[src/rtl/program_sequencer.sv]
// Fetch program sequencer: registered PC with inc/jump/branch and
// call/return through a hardware return-address stack.
//
// Ports:
//   clk, arst_n    rising-edge clock, asynchronous active-low reset
//   flash_ready    qualifies every state update, including err_clr
//   pc_op          000 HOLD, 001 INC, 010 JUMP, 011 BRANCH,
//                  100 CALL, 101 RET, 11x HOLD
//   pc_target      absolute target for JUMP/CALL
//   pc_offset      signed offset for BRANCH, relative to pc_out
//   err_clr        clears the sticky stack error
//   pc_out         current fetch address (registered)
//   bootstrapping  pc_out < BOOT_LIMIT
//   stack_depth    valid return-address entries
//   stack_empty    stack_depth == 0
//   stack_full     stack_depth == STACK_DEPTH
//   stack_err      sticky overflow/underflow flag
module program_sequencer #(
    parameter int unsigned ADDR_WIDTH = 12,
    parameter int unsigned OFF_WIDTH = 8,
    parameter int unsigned STACK_DEPTH = 4,
    parameter logic [ADDR_WIDTH-1:0] RESET_VECTOR = '0,
    parameter int unsigned BOOT_LIMIT = 'h200,
    parameter int unsigned SP_WIDTH = $clog2(STACK_DEPTH + 1)
) (
    input  logic                  clk,
    input  logic                  arst_n,
    input  logic                  flash_ready,
    input  logic [2:0]            pc_op,
    input  logic [ADDR_WIDTH-1:0] pc_target,
    input  logic [OFF_WIDTH-1:0]  pc_offset,
    input  logic                  err_clr,
    output logic [ADDR_WIDTH-1:0] pc_out,
    output logic                  bootstrapping,
    output logic [SP_WIDTH-1:0]   stack_depth,
    output logic                  stack_empty,
    output logic                  stack_full,
    output logic                  stack_err
);

    localparam logic [2:0] OP_HOLD   = 3'b000;
    localparam logic [2:0] OP_INC    = 3'b001;
    localparam logic [2:0] OP_JUMP   = 3'b010;
    localparam logic [2:0] OP_BRANCH = 3'b011;
    localparam logic [2:0] OP_CALL   = 3'b100;
    localparam logic [2:0] OP_RET    = 3'b101;

    // Index width for the entry array; rounded up so a 1-deep
    // stack still gets a legal 1-bit index.
    localparam int unsigned IDX_W =
        (STACK_DEPTH > 1) ? $clog2(STACK_DEPTH) : 1;
    localparam int unsigned MEM_N = 1 << IDX_W;

    if (OFF_WIDTH > ADDR_WIDTH) begin : g_chk_off
        $error("OFF_WIDTH must not exceed ADDR_WIDTH");
    end
    if (STACK_DEPTH < 1) begin : g_chk_depth
        $error("STACK_DEPTH must be at least 1");
    end
    if (ADDR_WIDTH > 32) begin : g_chk_addr
        $error("ADDR_WIDTH above 32 is not supported");
    end

    logic [ADDR_WIDTH-1:0] pc_q;
    logic [ADDR_WIDTH-1:0] pc_nxt;
    logic [SP_WIDTH-1:0]   sp_q;
    logic [SP_WIDTH-1:0]   sp_nxt;
    logic                  err_q;
    logic                  err_nxt;
    logic                  push;

    logic [ADDR_WIDTH-1:0] mem [MEM_N];

    logic                  full;
    logic                  empty;
    logic [ADDR_WIDTH-1:0] pc_inc;
    logic [ADDR_WIDTH-1:0] pc_br;
    logic [ADDR_WIDTH-1:0] off_ext;
    logic [IDX_W-1:0]      wr_idx;
    logic [IDX_W-1:0]      rd_idx;
    logic [ADDR_WIDTH-1:0] top;

    logic do_inc;
    logic do_jump;
    logic do_branch;
    logic do_call;
    logic do_ret;

    assign full  = (sp_q == SP_WIDTH'(STACK_DEPTH));
    assign empty = (sp_q == '0);

    // Sizing a signed value sign-extends it; arithmetic then
    // wraps naturally at ADDR_WIDTH bits.
    assign off_ext = ADDR_WIDTH'($signed(pc_offset));
    assign pc_inc  = pc_q + ADDR_WIDTH'(1);
    assign pc_br   = pc_q + off_ext;

    // Push writes slot sp, pop reads slot sp-1.  rd_idx wraps
    // when empty, but top is only used when a RET is legal.
    assign wr_idx = IDX_W'(sp_q);
    assign rd_idx = IDX_W'(sp_q - SP_WIDTH'(1));
    assign top    = mem[rd_idx];

    assign do_inc    = flash_ready && (pc_op == OP_INC);
    assign do_jump   = flash_ready && (pc_op == OP_JUMP);
    assign do_branch = flash_ready && (pc_op == OP_BRANCH);
    assign do_call   = flash_ready && (pc_op == OP_CALL);
    assign do_ret    = flash_ready && (pc_op == OP_RET);

    always_comb begin
        pc_nxt  = pc_q;
        sp_nxt  = sp_q;
        err_nxt = err_q;
        push    = 1'b0;

        // Clear first so a same-cycle overflow/underflow set wins.
        if (flash_ready && err_clr) begin
            err_nxt = 1'b0;
        end

        unique case (1'b1)
            do_inc: begin
                pc_nxt = pc_inc;
            end
            do_jump: begin
                pc_nxt = pc_target;
            end
            do_branch: begin
                pc_nxt = pc_br;
            end
            do_call: begin
                if (full) begin
                    err_nxt = 1'b1;
                end else begin
                    push   = 1'b1;
                    sp_nxt = sp_q + SP_WIDTH'(1);
                    pc_nxt = pc_target;
                end
            end
            do_ret: begin
                if (empty) begin
                    err_nxt = 1'b1;
                end else begin
                    sp_nxt = sp_q - SP_WIDTH'(1);
                    pc_nxt = top;
                end
            end
            default: begin
                pc_nxt = pc_q;
            end
        endcase
    end

    always_ff @(posedge clk or negedge arst_n) begin
        if (!arst_n) begin
            pc_q  <= RESET_VECTOR;
            sp_q  <= '0;
            err_q <= 1'b0;
        end else begin
            pc_q  <= pc_nxt;
            sp_q  <= sp_nxt;
            err_q <= err_nxt;
        end
    end

    // Entries need no reset: sp gates every read.
    always_ff @(posedge clk) begin
        if (push) begin
            mem[wr_idx] <= pc_inc;
        end
    end

    assign pc_out        = pc_q;
    assign bootstrapping = (32'(pc_q) < BOOT_LIMIT);
    assign stack_depth   = sp_q;
    assign stack_empty   = empty;
    assign stack_full    = full;
    assign stack_err     = err_q;

endmodule

[config.mk]
export PLATFORM = sky130hd
export DESIGN_NAME = program_sequencer
export DESIGN_NICKNAME = d
export VERILOG_FILES = /design/src/rtl/program_sequencer.sv
export SDC_FILE = /design/constraint.sdc
export NUM_CORES = 1
export LEC_CHECK = 0
export ABC_AREA = 1
export BUFFER_PORTS_ARGS = -buffer_cell sky130_fd_sc_hd__buf_2
export CAP_MARGIN = 20
export CORE_ASPECT_RATIO = 2
export CORE_MARGIN = 2
export CORE_UTILIZATION = 53
export CTS_CLUSTER_SIZE = 12
export DETAILED_ROUTE_END_ITERATION = 8
export PLACE_DENSITY = 0.73
export REMOVE_ABC_BUFFERS = 1
export SLEW_MARGIN = 5
export SYNTH_ARGS = -nofsm -noshare
export SYNTH_HDL_FRONTEND = slang
export SYNTH_SLANG_ARGS = --single-unit
[constraint.sdc]
create_clock -name clk -period 2.1 [get_ports clk]
set_input_delay 0.105 -clock clk [delete_from_list [all_inputs] [get_ports clk]]
set_output_delay 0.105 -clock clk [all_outputs]
set_load 0.1 [all_outputs]
==> results.ini <==
[status]
status = finished clean

[synth]
synthCells = 483
synth_area_per_cell_sq_um = 8.08
ys_types = 35
yosysSeqAreaShare_pct = 47.2
yosys_warnings = 0
synth_seq_cells = 64
syn_area_sq_um = 3900

[timing]
rsz0062_at_grt = no
drv_slew = 0
finalClockSkew_ns = 0.00693
hold_ws_ns = 0.0637
max_freq_mhz = 531
finalCritPeriodShare_pct = 89.8
finalSetupViolations = 0
timing.slew.headroom_pct = 66.9
finalHoldViolCount = 0
period_minus_slack_ns = 1.88
worstMarginPinSlew_ns = 0.501

[clock_network]
clock-sinks = 64
numCtsBuffers = 9
cts_tree = yes
clockBufferDepth = 2
clkSlewWorstSetupHoldPaths_ns = 0.05
insertion_delay_ns = 0.33
htree_levels = 3
root_buffer = clkbuf_16

[global_routing]
first_global_vias = 3442
grt_max_degree = 29
grt_pass1_wl_um = 15700
grt_remaining_overflow = 0
antenna_found_initial = 0
grt-busiest-layer = met2
grt_use_met2_pct = 46.6
grtUsageMet3_pct = 3.87
track_usage_pct = 26.0
grt_util_met1_pct = 27.4

[placement]
dpl_cell_area_sq_um = 4320
hpwl_um = 7400
io_buffers = 45
gp_congestion = 0.919

[finish]
design_area_sq_um = 4670
diodes = 0
area_delta_synth_final_pct = 19.5
nets = 591
fillers = 626
drive_above_1_share_pct = 18.0

[pwr]
ir_drop_v = 0.000850
cellLeakagePower_nw = 2.24
power_density_nw_per_um2 = 1500
p_total_w = 0.00702

[routing]
num_vias = 3448
wirelength_um = 9770
drc = 0
drtIter0Drc = 232
drtPass1Iterations = 5
avgViaCountPerCell = 5.36
wl_per_cell_um = 15.2
ant_nets = 0

[job]
cap_viol_max_count = 0

[floorplan]
die_area_sq_um = 8110
die_w_um = 64.7
initial_core_util_pct = 54.1
fp.coreArea_sq_um = 7210
pin_count = 46
num_rows = 44
die_y_um = 125

[critical_path]
crit_type = reg -> reg
worstSetupStartpointType = flip-flop
end_kind = flip-flop
crit_fanout = 11
cp_data_required_time_ns = 2.30
arrival_ns = 2.08

[min_path]
hp-class = in -> reg

[timing repair]
item,4_1_cts,5_1_grt
buffers inserted,0,0
gates resized for setup,0,3
endpoints found under the hold margin,16,0
setup endpoints to repair,0,4
hold buffers,1,0
[where the power goes]
part,total [W],internal (W),switching [W]
Sequential,0.00178,0.00164,0.000139
Clock,0.00162,0.00110,0.000517
Combinational,0.00363,0.000921,0.00271
[cell usage after synthesis]
cell type  number  area share [%]
nand2_1       163              16
nand3_1        72             9.2
inv_1          57             5.5
edfxtp_1       48              37
nor2_1         25             2.4
ha_1           17             5.4
dfrtp_1        16              10
a21oi_1        12             1.5
nand4_1         8             1.3
buf_2           7            0.90
inv_2           7            0.67
o21ai_0         7            0.90
xor2_1          7             1.6
o21ai_1         5            0.64
buf_6           3            0.87
nand3b_1        3            0.58
nor3_1          3            0.38
nand2_2         2            0.32
nor3_4          2            0.83
o22ai_1         2            0.32
or2_2           2            0.32
xnor2_1         2            0.45
a21o_1          1            0.19
a21oi_2         1            0.22
buf_1           1           0.096
buf_4           1            0.19
clkbuf_1        1           0.096
fa_1            1            0.51
nand3_2         1            0.26
nor2_2          1            0.16
nor2_4          1            0.29
nor3_2          1            0.26
o21ai_4         1            0.42
o21bai_1        1            0.19
or2_1           1            0.16
[flip-flops by register name, summed over array words and instances, names as in the netlist]
register and flops:
stack_err 1, stack_depth 3, mem 48, pc_out 12
[path summary, 6_finish.rpt]
path | cells after the start | end | slack (ns) | startpoint
max in group asynchronous | 2 | pc_out[0] | 1.52 | arst_n
worst max-delay path | 8 | pc_out[0] | 0.22 | stack_depth[1]
worst max register to register | 8 | pc_out[0] | 0.22 | stack_depth[1]
min in group asynchronous | 2 | stack_depth[1] | 0.25 | arst_n
worst min-delay path | 3 | stack_err | 0.06 | err_clr
worst min register to register | 1 | stack_err | 0.48 | stack_err
[metal layers]
layer | part of all wire, % | wire length (um) | vias to the layer above
met5 | 0 | 0 | -
met4 | 4.6 | 452 | 0
met3 | 4.6 | 454 | 31
met2 | 55 | 5370 | 127
met1 | 36 | 3490 | 1590
li1 | - | - | 1700
[critical path, cell delays in order (launching register included)]
cell	delay, ns
dfrtp_1	0.41
inv_1	0.15
ha_1	0.26
inv_1	0.33
nand3_1	0.14
nand3_1	0.11
nand3_1	0.08
a21oi_1	0.15
o22ai_1	0.11
[stage by stage]
step	std cells	setup slack [ns]	utilization [%]	setup TNS (ns)
2_1_floorplan	470	-1.84	-	-88.27
3_3_place_gp	626	0.157	59.9	0
3_5_place_dp	626	0.109	59.9	0
4_1_cts	643	0.0914	64.5	0
5_1_grt	643	0.0299	64.7	0
6_report	643	0.215	64.7	0
[cells in the final DEF, fill, tap and decap left out, types with 2 or more instances in the layout]
cell type,count
nor2_1,25
clkbuf_16,9
ha_1,16
a21oi_1,12
nor3_1,3
buf_2,44
dfrtp_1,15
nand4_1,8
xnor2_1,2
o22ai_1,2
clkbuf_8,2
inv_1,57
o21ai_1,5
nand2_1,163
buf_4,19
inv_2,7
nand3_1,72
clkbuf_1,2
bufinv_16,2
or2_2,2
nand2_2,2
nand3b_1,3
xor2_1,7
nor3_4,2
o21ai_0,7
edfxtp_1,48
[final cells by class]
type,instances,area (sq um),area share [%]
repair buffers,65,393,8.42
well taps,92,115,2.47
clock inverters,3,65.1,1.39
clock buffers,13,260,5.57
multi-input cells,342,1750,37.5
flip-flops and latches,64,1840,39.5
inverters,64,240,5.15
[logic make-up after synthesis]
kind of cell,count (synthesis),synth area share [%]
AO/OA/AOI/OAI,30,4.42
flip-flops,64,47.2
adder cells (fa/ha/maj),18,5.96
XOR/XNOR,9,2.02
buffers and inverters,77,8.30
AND/OR/NAND/NOR,285,32.1
Power figures use the tool's default switching activity.
